==> config.mk <==
export PLATFORM = sky130hd
export DESIGN_NAME = uart_cmd_arbiter
export DESIGN_NICKNAME = d
export VERILOG_FILES = /design/src/rtl/uart_arb_pkg.sv /design/src/rtl/rr_pick.sv /design/src/rtl/uart_cmd_arbiter.sv
export SDC_FILE = /design/constraint.sdc
export NUM_CORES = 1
export LEC_CHECK = 0
export ABC_AREA = 1
export CAP_MARGIN = 10
export CORE_MARGIN = 8
export CORE_UTILIZATION = 50
export CTS_BUF_LIST = sky130_fd_sc_hd__clkbuf_4
export DETAILED_ROUTE_END_ITERATION = 10
export DONT_BUFFER_PORTS = 1
export PLACE_DENSITY_LB_ADDON = 0.15
export RECOVER_POWER = 50
export SYNTH_ARGS = -nofsm -noshare
export SYNTH_HDL_FRONTEND = slang
export SYNTH_HIERARCHICAL = 1
export SYNTH_SLANG_ARGS = --single-unit
==> constraint.sdc <==
create_clock -name clk -period 7.5 [get_ports clk]
set_clock_uncertainty 0.1 [all_clocks]
set_input_delay 0.75 -clock clk [delete_from_list [all_inputs] [get_ports clk]]
set_output_delay 0.75 -clock clk [all_outputs]
set_load 0.02 [all_outputs]
==> src/rtl/uart_arb_pkg.sv <==
// Shared types and constants for the UART command arbiter.
// Holds the FSM state encoding, the word widths and the default timeout.
package uart_arb_pkg;

    localparam int CMD_W       = 16;
    localparam int BYTE_W      = 8;
    localparam int TIMEOUT_DEF = 4096;

    typedef enum logic [1:0] {
        IDLE     = 2'd0,
        ISSUE    = 2'd1,
        WAIT_TX  = 2'd2,
        WAIT_RSP = 2'd3
    } arb_state_e;

    typedef struct packed {
        logic              err;
        logic [BYTE_W-1:0] data;
    } rsp_t;

endpackage

==> src/rtl/rr_pick.sv <==
// Combinational round-robin selector: first set request at or after ptr,
// searching upward with wrap-around.
module rr_pick #(
    parameter int NUM_REQ = 4,
    localparam int IDX_W  = $clog2(NUM_REQ)
) (
    input  logic [NUM_REQ-1:0] req_i,
    input  logic [IDX_W-1:0]   ptr_i,
    output logic [NUM_REQ-1:0] grant_onehot_o,
    output logic [IDX_W-1:0]   grant_idx_o,
    output logic               any_o
);

    localparam logic [IDX_W:0] NR_W = (IDX_W+1)'(NUM_REQ);

    logic [2*NUM_REQ-1:0] dbl;
    logic [NUM_REQ-1:0]   rot;
    logic [IDX_W-1:0]     off;
    logic [IDX_W:0]       sum;
    logic                 found;

    // Doubling the vector lets the rotation by ptr be a plain index.
    assign dbl = {req_i, req_i};

    for (genvar gi = 0; gi < NUM_REQ; gi++) begin : g_rot
        assign rot[gi] = dbl[{1'b0, ptr_i} + (IDX_W+1)'(gi)];
    end

    always_comb begin
        found = 1'b0;
        off   = '0;
        for (int k = 0; k < NUM_REQ; k++) begin
            if (!found && rot[k]) begin
                found = 1'b1;
                off   = IDX_W'(k);
            end
        end
        sum = {1'b0, ptr_i} + {1'b0, off};
        if (sum >= NR_W) begin
            sum = sum - NR_W;
        end
    end

    assign grant_idx_o = sum[IDX_W-1:0];
    assign any_o       = found;

    for (genvar gi = 0; gi < NUM_REQ; gi++) begin : g_onehot
        assign grant_onehot_o[gi] = found && (grant_idx_o == IDX_W'(gi));
    end

endmodule

==> src/rtl/uart_cmd_arbiter.sv <==
// Round-robin arbiter sharing one UART command port among NUM_REQ masters,
// routing read responses (or timeouts) back to the issuing requester.
module uart_cmd_arbiter
    import uart_arb_pkg::*;
#(
    parameter int NUM_REQ = 4,
    parameter int TIMEOUT = TIMEOUT_DEF,
    parameter int RD_BIT  = 15,
    localparam int IDX_W  = $clog2(NUM_REQ),
    localparam int TMR_W  = $clog2(TIMEOUT)
) (
    input  logic                     clk,
    input  logic                     rst_n,
    input  logic [NUM_REQ*CMD_W-1:0] req_cmd_i,
    input  logic [NUM_REQ-1:0]       req_vld_i,
    output logic [NUM_REQ-1:0]       req_rdy_o,
    output logic [NUM_REQ-1:0]       rsp_vld_o,
    output logic [BYTE_W-1:0]        rsp_data_o,
    output logic                     rsp_err_o,
    output logic [CMD_W-1:0]         uart_cmd_o,
    output logic                     uart_cmd_vld_o,
    input  logic                     uart_cmd_rdy_i,
    input  logic                     uart_read_rdy_i,
    input  logic [BYTE_W-1:0]        uart_read_data_i,
    output logic                     busy_o,
    output logic [IDX_W-1:0]         grant_id_o,
    output logic                     stray_rsp_o
);

    localparam logic [1:0] ST_IDLE     = IDLE;
    localparam logic [1:0] ST_ISSUE    = ISSUE;
    localparam logic [1:0] ST_WAIT_TX  = WAIT_TX;
    localparam logic [1:0] ST_WAIT_RSP = WAIT_RSP;

    localparam logic [TMR_W-1:0] TMR_LAST  = TMR_W'(TIMEOUT - 1);
    localparam logic [IDX_W-1:0] LAST_INIT = IDX_W'(NUM_REQ - 1);

    logic [1:0]         state_q, state_d;
    logic [CMD_W-1:0]   cmd_q, cmd_d;
    logic [IDX_W-1:0]   grant_id_q, grant_id_d;
    logic [IDX_W-1:0]   last_grant_q, last_grant_d;
    logic [NUM_REQ-1:0] req_rdy_q, req_rdy_d;
    logic [NUM_REQ-1:0] rsp_vld_q, rsp_vld_d;
    rsp_t               rsp_q, rsp_d;
    logic               uart_cmd_vld_q, uart_cmd_vld_d;
    logic               busy_q, busy_d;
    logic               stray_q, stray_d;
    logic               seen_low_q, seen_low_d;
    logic [TMR_W-1:0]   timer_q, timer_d;

    logic [IDX_W-1:0]   ptr;
    logic [NUM_REQ-1:0] pick_onehot;
    logic [IDX_W-1:0]   pick_idx;
    logic               pick_any;
    logic [NUM_REQ-1:0] gnt_onehot;
    logic               tmr_done;

    assign ptr = (last_grant_q == LAST_INIT) ? '0 : last_grant_q + 1'b1;

    rr_pick #(
        .NUM_REQ(NUM_REQ)
    ) u_rr_pick (
        .req_i          (req_vld_i),
        .ptr_i          (ptr),
        .grant_onehot_o (pick_onehot),
        .grant_idx_o    (pick_idx),
        .any_o          (pick_any)
    );

    assign gnt_onehot = {{(NUM_REQ-1){1'b0}}, 1'b1} << grant_id_q;
    assign tmr_done   = (timer_q == TMR_LAST);

    always_comb begin
        state_d        = state_q;
        cmd_d          = cmd_q;
        grant_id_d     = grant_id_q;
        last_grant_d   = last_grant_q;
        req_rdy_d      = '0;
        rsp_vld_d      = '0;
        rsp_d          = rsp_q;
        uart_cmd_vld_d = uart_cmd_vld_q;
        stray_d        = stray_q;
        seen_low_d     = seen_low_q;
        timer_d        = timer_q;

        case (state_q)
            ST_IDLE: begin
                if (pick_any) begin
                    cmd_d          = req_cmd_i[pick_idx*CMD_W +: CMD_W];
                    grant_id_d     = pick_idx;
                    last_grant_d   = pick_idx;
                    req_rdy_d      = pick_onehot;
                    uart_cmd_vld_d = 1'b1;
                    state_d        = ST_ISSUE;
                end
            end
            ST_ISSUE: begin
                if (uart_cmd_vld_q && uart_cmd_rdy_i) begin
                    uart_cmd_vld_d = 1'b0;
                    seen_low_d     = 1'b0;
                    state_d        = ST_WAIT_TX;
                end
            end
            ST_WAIT_TX: begin
                // The UART must be seen busy before its ready counts as TX done.
                if (!uart_cmd_rdy_i) begin
                    seen_low_d = 1'b1;
                end
                if (seen_low_q && uart_cmd_rdy_i) begin
                    state_d = cmd_q[RD_BIT] ? ST_WAIT_RSP : ST_IDLE;
                end else if (tmr_done) begin
                    if (cmd_q[RD_BIT]) begin
                        rsp_vld_d  = gnt_onehot;
                        rsp_d.err  = 1'b1;
                        rsp_d.data = '0;
                    end
                    state_d = ST_IDLE;
                end else begin
                    timer_d = timer_q + 1'b1;
                end
            end
            ST_WAIT_RSP: begin
                // A byte arriving on the timeout cycle still wins.
                if (uart_read_rdy_i) begin
                    rsp_vld_d  = gnt_onehot;
                    rsp_d.err  = 1'b0;
                    rsp_d.data = uart_read_data_i;
                    state_d    = ST_IDLE;
                end else if (tmr_done) begin
                    rsp_vld_d  = gnt_onehot;
                    rsp_d.err  = 1'b1;
                    rsp_d.data = '0;
                    state_d    = ST_IDLE;
                end else begin
                    timer_d = timer_q + 1'b1;
                end
            end
            default: begin
                state_d = ST_IDLE;
            end
        endcase

        if (uart_read_rdy_i && (state_q != ST_WAIT_RSP)) begin
            stray_d = 1'b1;
        end
        if (state_d != state_q) begin
            timer_d = '0;
        end
        busy_d = (state_d != ST_IDLE);
    end

    always_ff @(posedge clk or negedge rst_n) begin
        if (!rst_n) begin
            state_q        <= ST_IDLE;
            cmd_q          <= '0;
            grant_id_q     <= '0;
            last_grant_q   <= LAST_INIT;
            req_rdy_q      <= '0;
            rsp_vld_q      <= '0;
            rsp_q          <= '0;
            uart_cmd_vld_q <= 1'b0;
            busy_q         <= 1'b0;
            stray_q        <= 1'b0;
            seen_low_q     <= 1'b0;
            timer_q        <= '0;
        end else begin
            state_q        <= state_d;
            cmd_q          <= cmd_d;
            grant_id_q     <= grant_id_d;
            last_grant_q   <= last_grant_d;
            req_rdy_q      <= req_rdy_d;
            rsp_vld_q      <= rsp_vld_d;
            rsp_q          <= rsp_d;
            uart_cmd_vld_q <= uart_cmd_vld_d;
            busy_q         <= busy_d;
            stray_q        <= stray_d;
            seen_low_q     <= seen_low_d;
            timer_q        <= timer_d;
        end
    end

    assign req_rdy_o      = req_rdy_q;
    assign rsp_vld_o      = rsp_vld_q;
    assign rsp_data_o     = rsp_q.data;
    assign rsp_err_o      = rsp_q.err;
    assign uart_cmd_o     = cmd_q;
    assign uart_cmd_vld_o = uart_cmd_vld_q;
    assign busy_o         = busy_q;
    assign grant_id_o     = grant_id_q;
    assign stray_rsp_o    = stray_q;

endmodule

==> results.ini, run 1 <==
[run_status]
run_status = complete, but fails checks
violations = capacitance limit, slew limit

[synth]
synth_fa_ha_area_share_pct = 1.16
synth-seq-cells = 55
synth.area.mux_share_pct = 0
synth_edf_count = 0
synth_cell_types = 33
synthCells = 422
async_reset_ff_share_pct = 100
synthSimpleGateAreaFrac_pct = 33.2
synth_top_family_by_area = simple AND/OR/NAND/NOR gates
synth-seq-area-share_pct = 42.7
synth-xor-area-share_pct = 2.99
syn_avg_cell_area_sq_um = 7.65
ys_warn_count = 6
synth_compound_area_share_pct = 12.3
ys.flop_type = dfrtp_1
syn-num-nets = 505
syn_area_sq_mm = 0.00323

[detailed_routing]
drtIter0Drc = 120
wl_per_cell_um = 15.2
viasPerCell = 5.23
ant_nets = 0
drc_errors = 0
first_pass_iters = 4
route.vias.total = 2575
finalWirelength_mm = 7.49

[grt]
overflow = 0
grt_max_degree = 54
grt_pass1_wl_mm = 12.3
grt_use_total_pct = 16.8
grt_pass1_vias = 2592
antenna_found_initial = 0

[die]
fp.dieW_um = 96.3
io_pins = 118
die_area_sq_mm = 0.00928
die_h_um = 96.3
design.core.area_sq_mm = 0.00631
row_count = 29
start_util_pct = 51.1

[sta]
rsz0062_at_grt = no
max_slew.worst_pin.slew_ns = 2.78
holdWs_ns = 0.0909
setup_viol = 0
fmax_ghz = 0.268
slew_viol_final = 54
max_slew_margin_pct = -85.4
finalHoldViolCount = 0
period_share_pct = 49.8
fin_setup_tns_ns = 0
period_needed_ns = 3.73

[cts]
ctsHtreeMaxLevel = 2
clock_tree.root_cell = clkbuf_4
cts.path.max_buffers = 2
clock_latency_ns = 0.40
cts.sinks = 55
clk_pin_slew_ns = 0.15
cts_buffers = 5
cts_tree = done
cts_resized = 0

[finish]
area_growth_pct = 2.09
mostFrequentLayoutCell = nor2_1
final_cell_mix = nor2_1, nand2_1, dfrtp_1
ff_latch_area_sq_mm = 0.00138
stdcell_count = 492
multi_input_area_sq_mm = 0.00159
diodes = 0
final_area_sq_mm = 0.00329
drive_gt1_share_pct = 15.7
layout.nets = 497
fillerInstances = 617

[job]
cap_violations = 1

[worst_setup_path]
r2r_cells = 17
critPathCaptureType = flip-flop
crit_type = reg2reg
startpoint_type = flip-flop
cp_max_fo = 20
arrival_ns = 3.92
required_ns = 7.69

[placement]
dpl.hpwl_mm = 5.80
postPlaceCellArea_sq_mm = 0.00324
dp.cells = 483
routabilityCongestion = 0.806
io_buffers = 0

[worst_hold_path]
hold_path.class = in2async

## routing by layer
layer / track usage (%) / vias to the layer above / share of wire, %
met5: 0 / - / 0
met4: 4.04 / 0 / 0.99
met3: 5.54 / 6 / 7.2
met2: 29.1 / 83 / 50
met1: 19.7 / 1159 / 41
li1: - / 1327 / -
## synthesized netlist by cell type, types with 2 or more instances
cell,instances,area share (%)
nor2_1,103,12
nand2_1,62,7.2
dfrtp_1,53,41
o21ai_0,34,5.3
inv_1,29,3.4
nand2_2,22,4.3
a31oi_1,16,3.1
nor2_2,13,2.5
clkbuf_1,9,1.0
a22o_1,8,2.2
inv_2,7,0.81
nand3_1,7,1.1
nand2_4,6,2.1
nor3_1,6,0.93
xor2_1,6,1.6
xnor2_1,5,1.4
a21oi_1,4,0.62
buf_2,4,0.62
buf_6,3,1.0
ha_1,3,1.2
nor2_4,3,1.0
o21ai_1,3,0.47
dfstp_2,2,1.6
nand3_2,2,0.62
nand3b_1,2,0.47
nand4_1,2,0.39
o21bai_1,2,0.47
## per-stage QoR
step	util (%)	worst slack, ns
6_report	52.2	3.77
5_1_grt	52.2	3.37
4_1_cts	52.8	3.76
3_5_place_dp	51.3	3.75
3_3_place_gp	51.3	3.90
2_1_floorplan	-	4.58
## worst max-delay path, cell delays in order, from the launching register on
cell and delay, ns:
dfstp_2 0.41, ha_1 0.18, nor2_1 0.67, inv_8 0.10, nand2_2 0.09, nand2_2 0.07, nand2_1 0.06, nand2_1 0.07
a21oi_1 0.13, nor2_1 0.06, ha_1 0.18, xnor2_1 0.22, nand3_2 0.13, nand2_2 0.34, inv_1 0.36, nor2_1 0.17
o21ai_0 0.09, a31oi_1 0.20
## kinds of logic after synthesis
group | count (synthesis)
compound gates | 68
xor+xnor | 11
fa+ha+maj | 3
buf+inv | 56
flops | 55
simple gates | 229
## worst paths after layout
check	startpoint	end	slack [ns]
worst max-delay path	last_grant_q[0]	uart_cmd_o[11]	3.77
worst min-delay path	rst_n	last_grant_q[1]	0.09
min in group clk	uart_cmd_rdy_i	seen_low_q	0.33
worst min register to register	last_grant_q[0]	last_grant_q[0]	0.42
worst max register to register	last_grant_q[0]	uart_cmd_o[11]	3.77
max in group asynchronous	rst_n	state_q[0]	4.61
## area by class of cell
cell class | count | share of cell area (%)
Timing Repair Buffer | 2 | 0.342
Sequential cell | 55 | 41.9
Clock inverter | 3 | 0.874
Multi-Input combinational cell | 311 | 48.1
Tap cell | 77 | 2.92
Clock buffer | 5 | 1.14
Inverter | 39 | 4.75
## state kept, by name (all words and copies together), names as in the netlist, 2 cells and up
name          flops
grant_id_o        2
rsp_vld_o         4
req_rdy_o         4
rsp_data_o        8
uart_cmd_o       16
state_q           2
timer_q          12
last_grant_q      2
## repair_timing
action                                 CTS  global route
endpoints found under the hold margin   53             0
hold buffers                             1             0
buffers inserted                         0             0
setup endpoints to repair                0             0
Power of run 1 is not shown: default switching activity piles up to over one toggle a cycle in this logic, so the estimate is an artifact.
==> inputs of run 2 (changes only) <==
Clock period 7.5 ns to 3.3 ns, I/O delays scaled along.
==> run 2 against run 1 <==
- cell count is 2.6% higher
- critical path depth is 5 lower
- non-clock buffer count is 13 higher
- clock-buffer cell count stayed put
- the flow now finishes without violations
- first-iteration DRC count is 31% lower
- sequential share of layout area is 1.8 points lower
- register-to-register slack worse by 3.4 ns
- largest cell class unchanged
- worst setup slack worse by 3.4 ns
==> results.ini, run 2 (synthesis gave the netlist of run 1 again) <==
[finish]
diodes = 0
final_cell_mix = nor2_1, nand2_1, dfrtp_1
largest_reg_flops = 16
drive_gt1_share_pct = 16.4
layout.nets = 510
area_growth_pct = 6.71
final_area_sq_mm = 0.00344
mostFrequentLayoutCell = nor2_1

[placement]
routabilityCongestion = 0.818
dpl.hpwl_mm = 5.91
postPlaceCellArea_sq_mm = 0.00327
io_buffers = 0

[cts]
cts_buffers = 5
clock_tree.root_cell = clkbuf_4
ctsHtreeMaxLevel = 2
cts_tree = done
clk_pin_slew_ns = 0.17
clock_latency_ns = 0.38
cts.path.max_buffers = 2
cts.sinks = 55
postCtsSetupRepairBufs = 0

[worst_setup_path]
startpoint_type = flip-flop
cp_max_fo = 32
required_ns = 3.47
crit_type = reg2reg
critPathCaptureType = flip-flop
arrival_ns = 3.11

[sta]
fmax_ghz = 0.340
finalHoldViolCount = 0
period_needed_ns = 2.95
max_slew.worst_pin.slew_ns = 1.29
fin_setup_tns_ns = 0
setup_viol = 0
rsz0062_at_grt = no
max_slew_margin_pct = 13.8
period_share_pct = 89.2
slew_viol_final = 0

[detailed_routing]
finalWirelength_mm = 7.57
first_pass_iters = 4
drtIter0Drc = 83
ant_nets = 0
wl_per_cell_um = 15.0
route.vias.total = 2650
viasPerCell = 5.25
drc_errors = 0

[die]
fp.dieW_um = 96.3
die_h_um = 96.3
row_count = 29
start_util_pct = 51.1
io_pins = 118
design.core.area_sq_mm = 0.00631
die_area_sq_mm = 0.00928

[grt]
antenna_found_initial = 0
grt_pass1_wl_mm = 12.4
overflow = 0
grt_max_degree = 56
grt_pass1_vias = 2594
grt_use_total_pct = 16.8

[job]
cap_violations = 0

[worst_hold_path]
hold_path.class = in2reg

[run_status]
run_status = complete, no violations

[run 2: cell count changes in the layout (fill, tap and decap cells not counted)]
cell           change
buf_4              +2
nand3_4            +1
nand3_1            -1
clkbuf_1           -1
inv_6              -2
clkbuf_2           +1
dlygate4sd3_1     +10
clkinv_4           +2
buf_12             +1
[run 2: routing by layer]
metal  vias to the layer above  track usage [%]  wire (um)
met5                         -                0          0
met4                         0             4.29         90
met3                         8             5.23        484
met2                        76             29.1       3840
met1                      1214             19.7       3150
li1                       1352                -          -
[run 2: cell type report]
type	count	area, sq um
well taps	77	96.3
flip-flops and latches	55	1380
repair buffers	15	148
clock buffers	5	37.5
clock inverters	3	28.8
multi-input cells	311	1600
inverters	39	156
fillers	624	2870
[run 2: worst max-delay path, stage by stage, from the launching register on]
cell	delay, ns
dfstp_2	0.57
ha_1	0.32
inv_4	0.07
nand2_1	0.08
nand2_2	0.07
nand2_1	0.07
nand2_1	0.07
a21oi_1	0.12
nor2_1	0.05
ha_1	0.59
inv_2	0.31
o21ai_0	0.29
a31oi_1	0.11
[run 2: final timing paths]
path	start	end	slack [ns]	depth (start not counted)
worst max-delay path	last_grant_q[0]	uart_cmd_o[10]	0.35	12
worst min-delay path	req_cmd_i[17]	uart_cmd_o[1]	0.04	2
worst max register to register	last_grant_q[0]	uart_cmd_o[10]	0.35	12
worst min register to register	last_grant_q[1]	last_grant_q[1]	0.38	2
max in group asynchronous	rst_n	req_rdy_o[1]	1.63	2
min in group asynchronous	rst_n	rsp_vld_o[0]	0.69	2
[run 2: what timing repair did]
action                                 in CTS  in global routing
endpoints found under the hold margin      64                  0
hold buffers                               11                  0
gates resized for setup                     0                  0
[run 2: stage by stage]
step | hold WS, ns | utilization [%] | std cells | setup slack [ns]
global placement | -0.0625 | 51.9 | 486 | 0.372
floorplan | -0.0656 | - | 422 | 0.379
detailed placement | -0.0624 | 51.9 | 486 | 0.333
CTS | 0.0197 | 54.9 | 505 | 0.325
global route | 0.0224 | 54.5 | 505 | 0.0691
finish | 0.0420 | 54.5 | 505 | 0.355
Power of run 2 is left out for the same reason.
